==> config.mk <==
export PLATFORM = sky130hd
export DESIGN_NAME = multicycle_cpu_core
export DESIGN_NICKNAME = d
export VERILOG_FILES = /design/src/rtl/proc_pkg.sv /design/src/rtl/proc_alu.sv /design/src/rtl/multicycle_cpu_core.sv
export SDC_FILE = /design/constraint.sdc
export NUM_CORES = 1
export LEC_CHECK = 0
export CORE_ASPECT_RATIO = 1.4
export CORE_MARGIN = 2
export CORE_UTILIZATION = 50
export DETAILED_ROUTE_END_ITERATION = 10
export GPL_ROUTABILITY_DRIVEN = 0
export PLACE_DENSITY = 0.71
export SLEW_MARGIN = 5
export SYNTH_ARGS = -nofsm -noshare
export SYNTH_HDL_FRONTEND = slang
export SYNTH_SLANG_ARGS = --single-unit
==> constraint.sdc <==
create_clock -name clk -period 4.5 [get_ports clk]
set_input_delay 0.45 -clock clk [delete_from_list [all_inputs] [get_ports clk]]
set_output_delay 0.45 -clock clk [all_outputs]
set_load 0.01 [all_outputs]
==> src/rtl/proc_pkg.sv <==
// Shared definitions for the multi-cycle core: opcodes, FSM states, ALU ops
// and a generic sign-extension helper.
package proc_pkg;

  typedef enum logic [3:0] {
    OP_ADD   = 4'h0,
    OP_SUB   = 4'h1,
    OP_AND   = 4'h2,
    OP_OR    = 4'h3,
    OP_XOR   = 4'h4,
    OP_SLT   = 4'h5,
    OP_ADDI  = 4'h6,
    OP_LW    = 4'h7,
    OP_SW    = 4'h8,
    OP_BEQ   = 4'h9,
    OP_BNE   = 4'hA,
    OP_JMP   = 4'hB,
    OP_NOP_C = 4'hC,
    OP_NOP_D = 4'hD,
    OP_NOP_E = 4'hE,
    OP_HALT  = 4'hF
  } opcode_e;

  typedef enum logic [2:0] {
    ST_FETCH,
    ST_DECODE,
    ST_EXEC,
    ST_MEM,
    ST_WB,
    ST_HALT
  } state_e;

  typedef enum logic [2:0] {
    ALU_ADD,
    ALU_SUB,
    ALU_AND,
    ALU_OR,
    ALU_XOR,
    ALU_SLT
  } alu_op_e;

  localparam int EXT_W = 64;

  // Sign-extend the low w bits of v to EXT_W bits; callers size-cast the result.
  function automatic logic [EXT_W-1:0] sext(input logic [EXT_W-1:0] v, input int w);
    logic signed [EXT_W-1:0] t;
    t = $signed(v << (EXT_W - w));
    return $unsigned(t >>> (EXT_W - w));
  endfunction

endpackage

==> src/rtl/proc_alu.sv <==
// Combinational ALU: add/sub with signed-overflow detect, logic ops, signed SLT.
module proc_alu
  import proc_pkg::*;
#(
  parameter int DATA_W = 8
) (
  input  logic [DATA_W-1:0] a,
  input  logic [DATA_W-1:0] b,
  input  logic [2:0]        op,
  output logic [DATA_W-1:0] result,
  output logic              overflow
);

  logic signed [DATA_W-1:0] sa, sb, sum, dif;

  always_comb begin
    sa       = $signed(a);
    sb       = $signed(b);
    sum      = sa + sb;
    dif      = sa - sb;
    result   = '0;
    overflow = 1'b0;
    case (alu_op_e'(op))
      ALU_ADD: begin
        result   = $unsigned(sum);
        overflow = (sa[DATA_W-1] == sb[DATA_W-1]) && (sum[DATA_W-1] != sa[DATA_W-1]);
      end
      ALU_SUB: begin
        result   = $unsigned(dif);
        overflow = (sa[DATA_W-1] != sb[DATA_W-1]) && (dif[DATA_W-1] != sa[DATA_W-1]);
      end
      ALU_AND: result = a & b;
      ALU_OR:  result = a | b;
      ALU_XOR: result = a ^ b;
      ALU_SLT: result = {{(DATA_W-1){1'b0}}, (sa < sb)};
      default: ;
    endcase
  end

endmodule

==> src/rtl/multicycle_cpu_core.sv <==
// Multi-cycle core with req/ack instruction and data memory ports.
// Optional RETIRE_TRACE_EN adds a per-instruction retire trace port.
module multicycle_cpu_core
  import proc_pkg::*;
#(
  parameter  int DATA_W     = 8,
  parameter  int REG_ADDR_W = 2,
  parameter  int PC_W       = 8,
  parameter  int IMM_W      = 8,
  localparam int INSTR_W    = 4 + 2*REG_ADDR_W + IMM_W
) (
  input  logic               clk,
  input  logic               rst,
  output logic               imem_req,
  output logic [PC_W-1:0]    imem_addr,
  input  logic [INSTR_W-1:0] imem_rdata,
  input  logic               imem_ack,
  output logic               dmem_req,
  output logic               dmem_we,
  output logic [DATA_W-1:0]  dmem_addr,
  output logic [DATA_W-1:0]  dmem_wdata,
  input  logic [DATA_W-1:0]  dmem_rdata,
  input  logic               dmem_ack,
  output logic               ovf,
  output logic               halted
`ifdef RETIRE_TRACE_EN
  ,
  output logic               retire_valid,
  output logic [PC_W-1:0]    retire_pc,
  output logic [INSTR_W-1:0] retire_instr
`endif
);

  localparam int NREG = 2**REG_ADDR_W;

  state_e                  state, state_nx;
  logic [PC_W-1:0]         pc;
  logic [INSTR_W-1:0]      ir;
  logic [DATA_W-1:0]       regs [NREG];
  logic [DATA_W-1:0]       opa, opb, res;

  opcode_e                 op;
  logic [REG_ADDR_W-1:0]   rs, rt, rd, wb_idx;
  logic [IMM_W-1:0]        imm;
  logic [DATA_W-1:0]       imm_d, alu_b, alu_res;
  logic [PC_W-1:0]         pc_inc, pc_br, jmp_tgt;
  alu_op_e                 alu_op;
  logic                    alu_ovf;

  assign op      = opcode_e'(ir[INSTR_W-1 -: 4]);
  assign rs      = ir[INSTR_W-5 -: REG_ADDR_W];
  assign rt      = ir[INSTR_W-5-REG_ADDR_W -: REG_ADDR_W];
  assign imm     = ir[IMM_W-1:0];
  assign rd      = imm[IMM_W-1 -: REG_ADDR_W];
  assign wb_idx  = (op == OP_ADDI || op == OP_LW) ? rt : rd;

  assign imm_d   = DATA_W'(sext(EXT_W'(imm), IMM_W));
  assign pc_inc  = pc + PC_W'(1);
  assign pc_br   = pc_inc + PC_W'(sext(EXT_W'(imm), IMM_W));
  assign jmp_tgt = PC_W'(imm);

  always_comb begin
    alu_op = ALU_ADD;
    alu_b  = opb;
    case (op)
      OP_SUB:               alu_op = ALU_SUB;
      OP_AND:               alu_op = ALU_AND;
      OP_OR:                alu_op = ALU_OR;
      OP_XOR:               alu_op = ALU_XOR;
      OP_SLT:               alu_op = ALU_SLT;
      OP_ADDI, OP_LW, OP_SW: alu_b  = imm_d;
      default: ;
    endcase
  end

  proc_alu #(.DATA_W(DATA_W)) u_alu (
    .a        (opa),
    .b        (alu_b),
    .op       (alu_op),
    .result   (alu_res),
    .overflow (alu_ovf)
  );

  always_comb begin
    state_nx = state;
    case (state)
      ST_FETCH:  if (imem_ack) state_nx = ST_DECODE;
      ST_DECODE: state_nx = ST_EXEC;
      ST_EXEC: begin
        case (op)
          OP_LW, OP_SW: state_nx = ST_MEM;
          OP_HALT:      state_nx = ST_HALT;
          OP_BEQ, OP_BNE, OP_JMP, OP_NOP_C, OP_NOP_D, OP_NOP_E: state_nx = ST_FETCH;
          default:      state_nx = ST_WB;
        endcase
      end
      ST_MEM:    if (dmem_ack) state_nx = (op == OP_LW) ? ST_WB : ST_FETCH;
      ST_WB:     state_nx = ST_FETCH;
      ST_HALT:   state_nx = ST_HALT;
      default:   state_nx = ST_FETCH;
    endcase
  end

  // Requests are gated by rst so an in-flight handshake drops the moment reset asserts.
  assign imem_req   = (state == ST_FETCH) && !rst;
  assign imem_addr  = pc;
  assign dmem_req   = (state == ST_MEM);
  assign dmem_we    = (state == ST_MEM) && (op == OP_SW);
  assign dmem_addr  = res;
  assign dmem_wdata = opb;
  assign halted     = (state == ST_HALT);

  always_ff @(posedge clk or posedge rst) begin
    if (rst) begin
      state <= ST_FETCH;
      pc    <= '0;
      ir    <= '0;
      opa   <= '0;
      opb   <= '0;
      res   <= '0;
      ovf   <= 1'b0;
      for (int i = 0; i < NREG; i++) regs[i] <= '0;
    end else begin
      state <= state_nx;
      case (state)
        ST_FETCH:  if (imem_ack) ir <= imem_rdata;
        ST_DECODE: begin
          opa <= regs[rs];
          opb <= regs[rt];
        end
        ST_EXEC: begin
          res <= alu_res;
          if (alu_ovf && (op == OP_ADD || op == OP_SUB || op == OP_ADDI)) ovf <= 1'b1;
          case (op)
            OP_BEQ:  pc <= (opa == opb) ? pc_br : pc_inc;
            OP_BNE:  pc <= (opa != opb) ? pc_br : pc_inc;
            OP_JMP:  pc <= jmp_tgt;
            OP_NOP_C, OP_NOP_D, OP_NOP_E: pc <= pc_inc;
            default: ;
          endcase
        end
        ST_MEM: begin
          if (dmem_ack) begin
            if (op == OP_LW) res <= dmem_rdata;
            else             pc  <= pc_inc;
          end
        end
        ST_WB: begin
          regs[wb_idx] <= res;
          pc           <= pc_inc;
        end
        default: ;
      endcase
    end
  end

`ifdef RETIRE_TRACE_EN
  always_comb begin
    retire_valid = 1'b0;
    if (!rst) begin
      case (state)
        ST_WB:   retire_valid = 1'b1;
        ST_MEM:  retire_valid = dmem_ack && (op == OP_SW);
        ST_EXEC: retire_valid = (op == OP_BEQ || op == OP_BNE || op == OP_JMP || op == OP_HALT ||
                                 op == OP_NOP_C || op == OP_NOP_D || op == OP_NOP_E);
        default: ;
      endcase
    end
    retire_pc    = retire_valid ? pc : '0;
    retire_instr = retire_valid ? ir : '0;
  end
`endif

endmodule

==> results.cfg <==
[detailed_routing]
route.detailed.drc = 0
routedWlPerCell_um = 21.51
antenna_left = 0
dr.pass1.iters = 5
drtIter0Drc = 485
vias = 5232
drt_wl_total_mm = 17.45
viasPerCell = 6.451

[sta]
max_freq_mhz = 263.3
hold_viol = 0
slew_violations = 0
finalSetupTns_ps = 0
rsz0062_at_grt = false
finClkSkew_ps = 9.078
period_needed_ps = 3798
worstMarginPinSlew_ps = 1247
whs_ps = 529.2
slew_headroom = 0.1568
setup_viol = 0
final.period_utilization = 0.8440

[final_layout]
num_antenna_cells = 0
fin_cells = 811
area_growth_pct = 15.87
nFillCells = 1020
nets = 724
drive_gt1_frac = 0.1627
fin_util = 0.5943

[pwr]
ir_drop_mv = 0.4027
clockPowerShare = 0.135
pwr_density_cell_nw_per_um2 = 813.6
switching_share = 0.4752
power_switching_mw = 2.716
pwr-share-seq = 0.272
leakagePower_nw = 2.958
power_mw = 5.715
combinationalPowerShare = 0.593
cellInternalPower_mw = 2.999

[cts]
cts_max_level = 3
clock-sinks = 84
cts_inserted_buffers = 9
cts_hold_buf = 0
cts_tree = done
cts_max_path_buffers = 2
ctsResizeCount = 0
clock_latency_ps = 350
clk_pin_slew_ps = 70
cts_root_buffer = clkbuf_16
post_cts_buffers = 0

[min_path]
hold_depth = 1
min_path_type = reg2reg
holdPathEnd = regs[13]
hp-start = regs[13]

[global_route]
grt_pass1_vias = 5264
antenna_found_initial = 0
gr-total-overflow = 0
grt_max_degree = 58
grt_first_pass_wirelength_mm = 28.14
grt_usage = 0.2730

[synthesis]
yosys.cell_count.top_type = dfrtp_1
ys_types = 72
synthTopCellsByCount = dfrtp_1, mux2_2, nand2_1
synthCells = 619
synthMuxAreaShare = 0.1777
synth-async-reset-ratio = 1.000
ys_top_cells_by_area = dfrtp_1, mux2_2, ha_1
synth_nets = 684
synth_xor_area_frac = 0.02023
ys_seq_area_frac = 0.3467
synthSimpleGateAreaFrac = 0.1437
yosys.area.top_type = dfrtp_1
synth_top_area_share = 0.3467
synth_edf_count = 0
synthAdderAreaFrac = 0.08008
ys_ff_latch = 84
synth_area_per_cell_um2 = 9.793
yosysWarnings = 0
synth_compound_area_frac = 0.1876
synth_top_family_by_area = compound AO/OA/AOI/OAI gates
ys.flop_type = dfrtp_1
syn_area_um2 = 6062

[run]
maxCapViolations = 0

[setup_path]
cp-end-kind = flip-flop
r2r_slack_ps = 700
path_class = reg2reg
worstPathRequired_ps = 4740
r2r_end = dmem_addr[0]
worst-r2r-cell-count = 11
critPathMaxFanout = 23
r2r-start = ir[13]
startpoint_type = flip-flop
cp.arrival_ps = 4040

[die]
core_area_um2 = 11820
start_util = 0.5129
num_rows = 47
die_y_um = 134.3
die_area_um2 = 13030
io_pins = 57
die_x_um = 97.06

[placement]
dp.cells = 795
hpwl_mm = 12.87
port_buffers = 56

[run_status]
run_status = finished clean
## how the worst max path moves through the flow
stage                         endpoint   start  slack [ps]  cells after the start
after global placement    dmem_addr[0]  ir[14]         850                     13
final                     dmem_addr[0]  ir[13]         700                     11
after floorplan           dmem_addr[0]  ir[13]        1220                     14
after global routing               ovf  ir[13]         460                     11
after CTS                 dmem_addr[0]  ir[13]         740                     11
after detailed placement  dmem_addr[0]  ir[13]         750                     11
## cells in the final DEF (no fill, tap or decap), types with 12 or more instances in the layout
cell,count
nand3_1,16
nor3_1,12
mux4_2,16
o21ai_0,47
dfrtp_1,84
nand2_1,52
clkdlybuf4s50_1,56
mux2_2,61
a21oi_1,27
nor2_1,33
xnor2_1,12
ha_1,34
inv_1,33
## metal layers
metal / GRT usage / share of wire
met5: 0 / 0
met4: 0.1017 / 0.036
met2: 0.4931 / 0.52
met3: 0.04638 / 0.052
met1: 0.3253 / 0.39
## kinds of logic (layout without fill, tap and decap cells)
| family | Yosys count | after routing |
|---|---|---|
| muxes | 80 | 80 |
| xor gates and xnor gates | 14 | 14 |
| adders and majority gates | 37 | 37 |
| buffers and inverters | 68 | 113 |
| and+or+nand+nor | 171 | 171 |
| DFF | 84 | 84 |
| AOI/OAI and AO/OA | 165 | 165 |
## power by group through the flow
stage,registers [mW],logic [mW],clock network (mW)
final,1.55,3.39,0.773
after global routing,1.60,3.70,0.813
after CTS,1.54,3.33,0.779
after detailed placement,1.55,3.31,0
after global placement,1.52,3.22,0
after floorplan,1.28,2.61,0
## metrics by stage
step | instance area [um^2] | worst slack, ps
CTS | 7024 | 743.0
global placement | 6724 | 854.8
floorplan | 6062 | 1221
detailed placement | 6724 | 747.6
finish | 7024 | 701.8
global route | 7024 | 463.9
## worst max-delay path, cell delays in order, from the launching register on
cell	delay, ps
dfrtp_1	770
nand2_1	330
nand2_1	370
mux2_2	420
ha_1	200
fa_1	420
o21ba_2	250
o21ai_0	280
a21oi_1	110
o2111ai_1	180
o2111ai_1	130
a22o_1	220
## state kept, by name (all words and copies together) (netlist names)
register,cells
state,3
opa,8
ovf,1
dmem_addr,8
imem_addr,8
regs,32
dmem_wdata,8
ir,16
## final cells by class
class	instances	area, um^2	area share
multi-input cells	467	3700	0.5267
well taps	147	183.9	0.02618
repair buffers	62	605.6	0.08621
flip-flops and latches	84	2102	0.2993
clock buffers	9	225.2	0.03206
clock inverters	7	75.07	0.01069
inverters	35	132.6	0.01888
No activity file was read; power rests on OpenSTA's default activity.
